<file path="src/rtl/fetch_pkg.sv">
// fetch_pkg: shared types and constants for the instruction fetch sequencer.
// Holds the instruction field positions, opcode classes, the fetch FSM state
// type and the layout of one instruction buffer entry.
package fetch_pkg;

    localparam int WORD_W     = 32;
    localparam int MAX_ADDR_W = 32;

    // Instruction field bit positions
    localparam int COND_MSB  = 31;
    localparam int COND_LSB  = 28;
    localparam int OP_MSB    = 27;
    localparam int OP_LSB    = 26;
    localparam int FUNCT_MSB = 25;
    localparam int FUNCT_LSB = 20;

    // Opcode classes carried in the OP field
    typedef enum logic [1:0] {
        OP_DP  = 2'b00,
        OP_MEM = 2'b01,
        OP_BR  = 2'b10
    } op_class_t;

    // Fetch sequencer states
    typedef enum logic [1:0] {
        BOOT  = 2'd0,
        RUN   = 2'd1,
        REDIR = 2'd2
    } fetch_state_t;

    // One buffered instruction: its fetch address and the returned word
    typedef struct packed {
        logic [MAX_ADDR_W-1:0] pc;
        logic [WORD_W-1:0]     word;
    } fetch_entry_t;

    function automatic logic [3:0] get_cond(input logic [WORD_W-1:0] w);
        return w[COND_MSB:COND_LSB];
    endfunction

    function automatic logic [1:0] get_op(input logic [WORD_W-1:0] w);
        return w[OP_MSB:OP_LSB];
    endfunction

    function automatic logic [5:0] get_funct(input logic [WORD_W-1:0] w);
        return w[FUNCT_MSB:FUNCT_LSB];
    endfunction

endpackage

</file>
<file path="src/rtl/fetch_buffer.sv">
// fetch_buffer: small synchronous FIFO holding fetched instructions.
// Head is read combinationally from the storage array so a word pushed at an
// edge is visible right after it. Flush clears pointers and count in one cycle
// and takes priority over a push in the same cycle.
module fetch_buffer
    import fetch_pkg::*;
#(
    parameter int DEPTH = 2
) (
    input  logic                   clk,
    input  logic                   rst,
    input  logic                   push,
    input  fetch_entry_t           push_data,
    input  logic                   pop,
    input  logic                   flush,
    output logic [$clog2(DEPTH):0] count,
    output logic                   empty,
    output fetch_entry_t           head
);

    localparam int PTR_W = $clog2(DEPTH);
    localparam int CNT_W = PTR_W + 1;

    fetch_entry_t            mem [DEPTH];
    logic [PTR_W-1:0]        wr_ptr_reg;
    logic [PTR_W-1:0]        rd_ptr_reg;
    logic [CNT_W-1:0]        count_reg;
    logic                    full;
    logic                    do_push;
    logic                    do_pop;

    assign empty   = (count_reg == '0);
    assign full    = (count_reg == CNT_W'(DEPTH));
    assign do_push = push & ~flush;
    assign do_pop  = pop & ~empty & ~flush;

    // Pointer and occupancy tracking; DEPTH is a power of two so pointers wrap naturally
    always_ff @(posedge clk or negedge rst) begin
        if (!rst) begin
            wr_ptr_reg <= '0;
            rd_ptr_reg <= '0;
            count_reg  <= '0;
        end else if (flush) begin
            wr_ptr_reg <= '0;
            rd_ptr_reg <= '0;
            count_reg  <= '0;
        end else begin
            if (do_push) begin
                wr_ptr_reg <= wr_ptr_reg + PTR_W'(1);
            end
            if (do_pop) begin
                rd_ptr_reg <= rd_ptr_reg + PTR_W'(1);
            end
            count_reg <= count_reg + CNT_W'(do_push) - CNT_W'(do_pop);
        end
    end

    // Entry storage; contents need no reset because occupancy gates visibility
    always_ff @(posedge clk) begin
        if (do_push) begin
            mem[wr_ptr_reg] <= push_data;
        end
    end

    assign head  = mem[rd_ptr_reg];
    assign count = count_reg;

    // The fetch credit rule must never let a push land on a full buffer
    assert property (@(posedge clk) disable iff (!rst) !(push && !flush && full && !pop));

endmodule

</file>
<file path="src/rtl/fetch_unit.sv">
// fetch_unit: instruction fetch sequencer.
// Holds the PC, issues word reads to a 1-cycle-latency instruction memory,
// buffers returned words and hands them to decode over valid/ready with the
// Cond/OP/Funct fields split out. A taken branch (pcsrc) flushes buffered and
// in-flight words (via an epoch tag) and redirects fetch to the target.
// Optional feature macro: FETCH_PERF_CNT_EN adds saturating perf_fetched and
// perf_flushes counters.
module fetch_unit
    import fetch_pkg::*;
#(
    parameter int                ADDR_W    = 32,
    parameter logic [ADDR_W-1:0] RESET_PC  = '0,
    parameter int                BUF_DEPTH = 2
) (
    input  logic              clk,
    input  logic              rst,
    output logic              imem_req,
    output logic [ADDR_W-1:0] imem_addr,
    input  logic              imem_rvalid,
    input  logic [31:0]       imem_rdata,
    output logic              instr_valid,
    input  logic              instr_ready,
    output logic [31:0]       instr,
    output logic [3:0]        cond,
    output logic [1:0]        op,
    output logic [5:0]        funct,
    output logic [ADDR_W-1:0] instr_pc,
    input  logic              pcsrc,
    input  logic [ADDR_W-1:0] branch_target
`ifdef FETCH_PERF_CNT_EN
    ,
    output logic [31:0]       perf_fetched,
    output logic [31:0]       perf_flushes
`endif
);

    localparam int CNT_W = $clog2(BUF_DEPTH) + 1;
    localparam int CRD_W = CNT_W + 1;

    fetch_state_t      state_reg;
    logic [ADDR_W-1:0] pc_reg;
    logic [ADDR_W-1:0] req_pc_reg;
    logic              outstanding_reg;
    logic              epoch_reg;
    logic              tag_reg;

    logic [CNT_W-1:0]  buf_count;
    logic              buf_empty;
    fetch_entry_t      buf_head;
    fetch_entry_t      push_entry;
    logic              push;
    logic              pop;
    logic              issue;
    logic              credit_ok;
    logic [CRD_W-1:0]  in_use;
    logic [ADDR_W-1:0] target_aligned;
    logic              unused_target_lsbs;

    // Low target bits are discarded: fetch is always word aligned
    assign target_aligned     = {branch_target[ADDR_W-1:2], 2'b00};
    assign unused_target_lsbs = ^branch_target[1:0];

    assign instr_valid = ~buf_empty;
    assign pop         = instr_valid & instr_ready;

    // Slots committed after this cycle: buffered + in flight - leaving now
    assign in_use    = CRD_W'(buf_count) + CRD_W'(outstanding_reg) - CRD_W'(pop);
    assign credit_ok = (in_use < CRD_W'(BUF_DEPTH));

    // Request decision; a redirect in this cycle always suppresses the request
    always_comb begin
        issue = 1'b0;
        if (!pcsrc) begin
            case (state_reg)
                RUN:     issue = credit_ok;
                REDIR:   issue = 1'b1;
                default: issue = 1'b0;
            endcase
        end
    end

    assign imem_req  = issue;
    assign imem_addr = pc_reg;

    // Only a response to our single outstanding request from the current epoch is kept
    assign push          = imem_rvalid & outstanding_reg & (tag_reg == epoch_reg);
    assign push_entry.pc   = MAX_ADDR_W'(req_pc_reg);
    assign push_entry.word = imem_rdata;

    // Sequencer FSM, PC, epoch and in-flight request tracking
    always_ff @(posedge clk or negedge rst) begin
        if (!rst) begin
            state_reg       <= BOOT;
            pc_reg          <= RESET_PC;
            req_pc_reg      <= '0;
            outstanding_reg <= 1'b0;
            epoch_reg       <= 1'b0;
            tag_reg         <= 1'b0;
        end else begin
            outstanding_reg <= issue;
            if (issue) begin
                tag_reg    <= epoch_reg;
                req_pc_reg <= pc_reg;
                pc_reg     <= pc_reg + ADDR_W'(4);
            end
            if (pcsrc) begin
                pc_reg    <= target_aligned;
                epoch_reg <= ~epoch_reg;
                state_reg <= REDIR;
            end else begin
                case (state_reg)
                    BOOT:    state_reg <= RUN;
                    REDIR:   state_reg <= RUN;
                    RUN:     state_reg <= RUN;
                    default: state_reg <= BOOT;
                endcase
            end
        end
    end

    fetch_buffer #(
        .DEPTH (BUF_DEPTH)
    ) u_buffer (
        .clk       (clk),
        .rst       (rst),
        .push      (push),
        .push_data (push_entry),
        .pop       (pop),
        .flush     (pcsrc),
        .count     (buf_count),
        .empty     (buf_empty),
        .head      (buf_head)
    );

    // Head outputs read as zero whenever nothing is presented
    assign instr    = instr_valid ? buf_head.word : '0;
    assign instr_pc = instr_valid ? buf_head.pc[ADDR_W-1:0] : '0;
    assign cond     = get_cond(instr);
    assign op       = get_op(instr);
    assign funct    = get_funct(instr);

`ifdef FETCH_PERF_CNT_EN
    logic [31:0] perf_fetched_reg;
    logic [31:0] perf_flushes_reg;

    // Saturating counts of delivered instructions and redirects
    always_ff @(posedge clk or negedge rst) begin
        if (!rst) begin
            perf_fetched_reg <= '0;
            perf_flushes_reg <= '0;
        end else begin
            if (pop && (perf_fetched_reg != '1)) begin
                perf_fetched_reg <= perf_fetched_reg + 32'd1;
            end
            if (pcsrc && (perf_flushes_reg != '1)) begin
                perf_flushes_reg <= perf_flushes_reg + 32'd1;
            end
        end
    end

    assign perf_fetched = perf_fetched_reg;
    assign perf_flushes = perf_flushes_reg;
`endif

endmodule

</file>
<file path="config.mk">
export PLATFORM = sky130hd
export DESIGN_NAME = fetch_unit
export DESIGN_NICKNAME = d
export VERILOG_FILES = /design/src/rtl/fetch_pkg.sv /design/src/rtl/fetch_buffer.sv /design/src/rtl/fetch_unit.sv
export SDC_FILE = /design/constraint.sdc
export NUM_CORES = 1
export LEC_CHECK = 0
export ABC_CLOCK_PERIOD_IN_PS = 3700
export CAP_MARGIN = 10
export CORE_UTILIZATION = 35
export DETAILED_ROUTE_END_ITERATION = 6
export MAX_ROUTING_LAYER = met4
export SLEW_MARGIN = 15
export SYNTH_ARGS = -nofsm -noshare
export SYNTH_HDL_FRONTEND = slang
export SYNTH_HIERARCHICAL = 1
export SYNTH_SLANG_ARGS = --single-unit
export TNS_END_PERCENT = 10
</file>
<file path="constraint.sdc">
create_clock -name clk -period 3.7 [get_ports clk]
set_input_delay 0.74 -clock clk [delete_from_list [all_inputs] [get_ports clk]]
set_output_delay 0.74 -clock clk [all_outputs]
set_load 0.02 [all_outputs]
</file>
==> results.md <==
- Root Driver: clkbuf_16
- Initial Util: 35.5%
- Sequential area share after synthesis: 62.4%
- Power Density: 454 nW/um^2
- First-pass GRT wire length: 32400 microns
- Total track usage: 16.8%
- MaxCap Viol Count: 0
- Design Area, Final: 11500 sq um
- Fmax: 0.278 GHz
- Commonest cells after routing, fill and taps aside: clkdlybuf4s50_1 (171), edfxtp_1 (128), mux2_2 (94)
- Worst reg2reg startpoint: u_buffer/count[0]$_DFF_PN0_
- Max reg flops: 128
- Row cnt: 58
- Worst R2R Setup Slack: 750 ps
- Clk buf depth: 2
- Reg-to-Reg End: req_pc_reg[4]$_DFFE_PN0P_
- Die W: 162 microns
- Placed inst area: 10900 sq um
- Path type of the worst setup path: in -> out
- Syn Area/Cell: 13.7 sq um
- RSZ-0062 raised after global routing: no
- Syn Inst Count: 650
- Min Tclk post-route: 3600 ps
- YS warnings: 6
- Clk_skew: 10.8 ps
- Largest net degree at the start of global routing: 70
- CP endpoint kind: output port
- Initial antenna violation count: 0
- DR WL/cell: 17.9 microns
- Sink Count: 197
- Clock transition at path regs: 80 ps
- Worst slew pin tran: 949 ps
- HP Class: in -> async
- # DRC: 0
- Distinct cells, synth: 50
- Mapped Area: 8920 sq um
- Worst skew pair latency: 430 ps
- Vias in the first global route: 5660
- CP Launch Type: input port
- Post-CTS Setup Bufs: 0
- CP Max Fanout: 2
- Status: complete, no violations
- Final Setup Violations: 0
- Die area: 26100 sq um
- Commonest non-fill, non-tap cell in the layout: clkdlybuf4s50_1
- Max IR drop VDD: 0.000260 V
- PortBufs: 174
- Vias per cell: 5.02
- WL final: 20600 microns
- Core area: 25100 sq um
- Drt pass-1 iters: 4
- Yosys reg bits: 197
- Antenna viol nets, final: 0
- Max_slew headroom: 36.8%
- Share of cells above drive strength 1: 19.1%
- Iter 0 DRT Violations: 361
- Vias after detailed routing: 5785
- Grt ovf: 0
- CP max-delay cell: clkdlybuf4s50_1
- WP data required: 2960 ps
- Worst path cell trace: clkdlybuf4s50_1 > nor2b_2 > ha_1 > nand2b_1 > fa_1 > xnor2_2 > a32oi_4 > nor2_4 > buf_2
- Io pins: 179
- Area growth syn-to-layout: 28.9%
- Total power after layout: 0.00523 W
- N_diodes: 0
- GPL Wtd Cong: 0.778
- Hold WS: 441 ps
- Number of synthesized flops with an enable pin: 128
- Async S/R FF share, synth: 35.0%
- Max-slew violations: 0
- Hpwl dp: 13000 microns
- Die Y: 162 microns
- Final Cycle Share: 97.3%
- Final net count: 886
- Clock H-tree levels: 4
- CP arrival: 2860 ps
- Synth Flop Type: edfxtp_1
- P_leak: 3.98 nW
- Final Hold Viols: 0
- CTS buffer count: 17
- Reg2reg path depth: 10
- Clock tree from TritonCTS: built
- Largest stage delay on the critical path: 450 ps
==> final cells by class <==
| class | instances | area (sq um) |
|---|---|---|
| fill | 2318 | 13600 |
| sequential | 197 | 5570 |
| multi-input combinational | 389 | 3020 |
| timing repair buffer | 188 | 1860 |
| clock buffer | 18 | 429 |
| tap | 330 | 413 |
| clock inverter | 14 | 143 |
| inverter | 16 | 60.1 |
==> cells in the mapped netlist (all sizes together) (2+ instances only) <==
cell	number	area, sq um
a221o	5	50.1
a22oi	3	22.5
a311o	2	20.0
a311oi	2	17.5
a31oi	10	62.6
a41oi	2	17.5
and3	9	56.3
and4	4	35.0
buf	34	255
clkbuf	19	71.3
dfrtp	69	1730
edfxtp	128	3840
ha	7	87.6
inv	16	60.1
mux2	96	1080
nand2	24	92.6
nand2b	4	25.0
nand3	21	105
nand4	16	115
nor2	31	116
nor2b	75	469
nor3	5	25.0
nor4	8	50.1
o211ai	3	22.5
o21ai	4	20.0
o311ai	7	61.3
o31ai	10	75.1
o41a	2	22.5
o41ai	3	26.3
or2	5	31.3
or4	11	82.6
xnor2	4	42.6
==> cell families after synthesis <==
logic type                 share of synthesized area, %
xor gates and xnor gates                          0.828
DFF                                                62.4
other                                            0.0420
muxes                                              12.2
and+or+nand+nor                                    13.7
buffers and inverters                              4.33
AOI/OAI and AO/OA                                  5.20
adders and majority gates                          1.21
==> routing by layer <==
layer / GRT usage [%] / wire (microns) / vias up
li1: - / - / 2727
met1: 23.6 / 9890 / 2847
met2: 24.9 / 9200 / 191
met3: 2.66 / 1210 / 20
met4: 4.85 / 274 / 0
met5: - / 0 / -
==> critical path, delay by kind of cell <==
family	cells	cell delay, ps
and+or+nand+nor	3	450
AOI/OAI and AO/OA	1	160
adders and majority gates	2	640
buffers and inverters	2	630
xor gates and xnor gates	1	240
==> power by group <==
group	total, W	switching (W)	internal [W]	leakage (nW)
clock network	0.00182	0.000868	0.000952	0.276
logic	0.000650	0.000313	0.000336	1.72
registers	0.00276	0.000164	0.00259	1.98
total	0.00523	0.00135	0.00388	3.98
==> per-stage QoR <==
step                      utilization [%]  std cells  setup TNS, ps  setup slack (ps)
after floorplan                         -        655         -61060              -477
after global placement               43.5       1120          -3780              -472
after detailed placement             43.5       1120          -3930              -467
after CTS                            45.8       1152              0              17.9
after global routing                 45.8       1152              0              10.4
final                                45.8       1152              0              98.1
==> worst max path at each step <==
stage	startpoint	end	slack, ps	cells past startpoint
floorplan	imem_rvalid	u_buffer/mem[0][0]$_DFFE_PP_	-480	3
global placement	instr_ready	imem_req	-470	9
detailed placement	instr_ready	imem_req	-470	9
CTS	instr_ready	imem_req	20	9
global route	instr_ready	imem_req	10	9
finish	instr_ready	imem_req	100	9
==> what timing repair did <==
action,4_1_cts,5_1_grt
gates resized for setup,6,1
setup endpoints to repair,1,1
endpoints found under the hold margin,0,0
hold buffers,0,0
gates cloned,0,0
pin swaps,1,1
(Power assumes the default switching activity.)
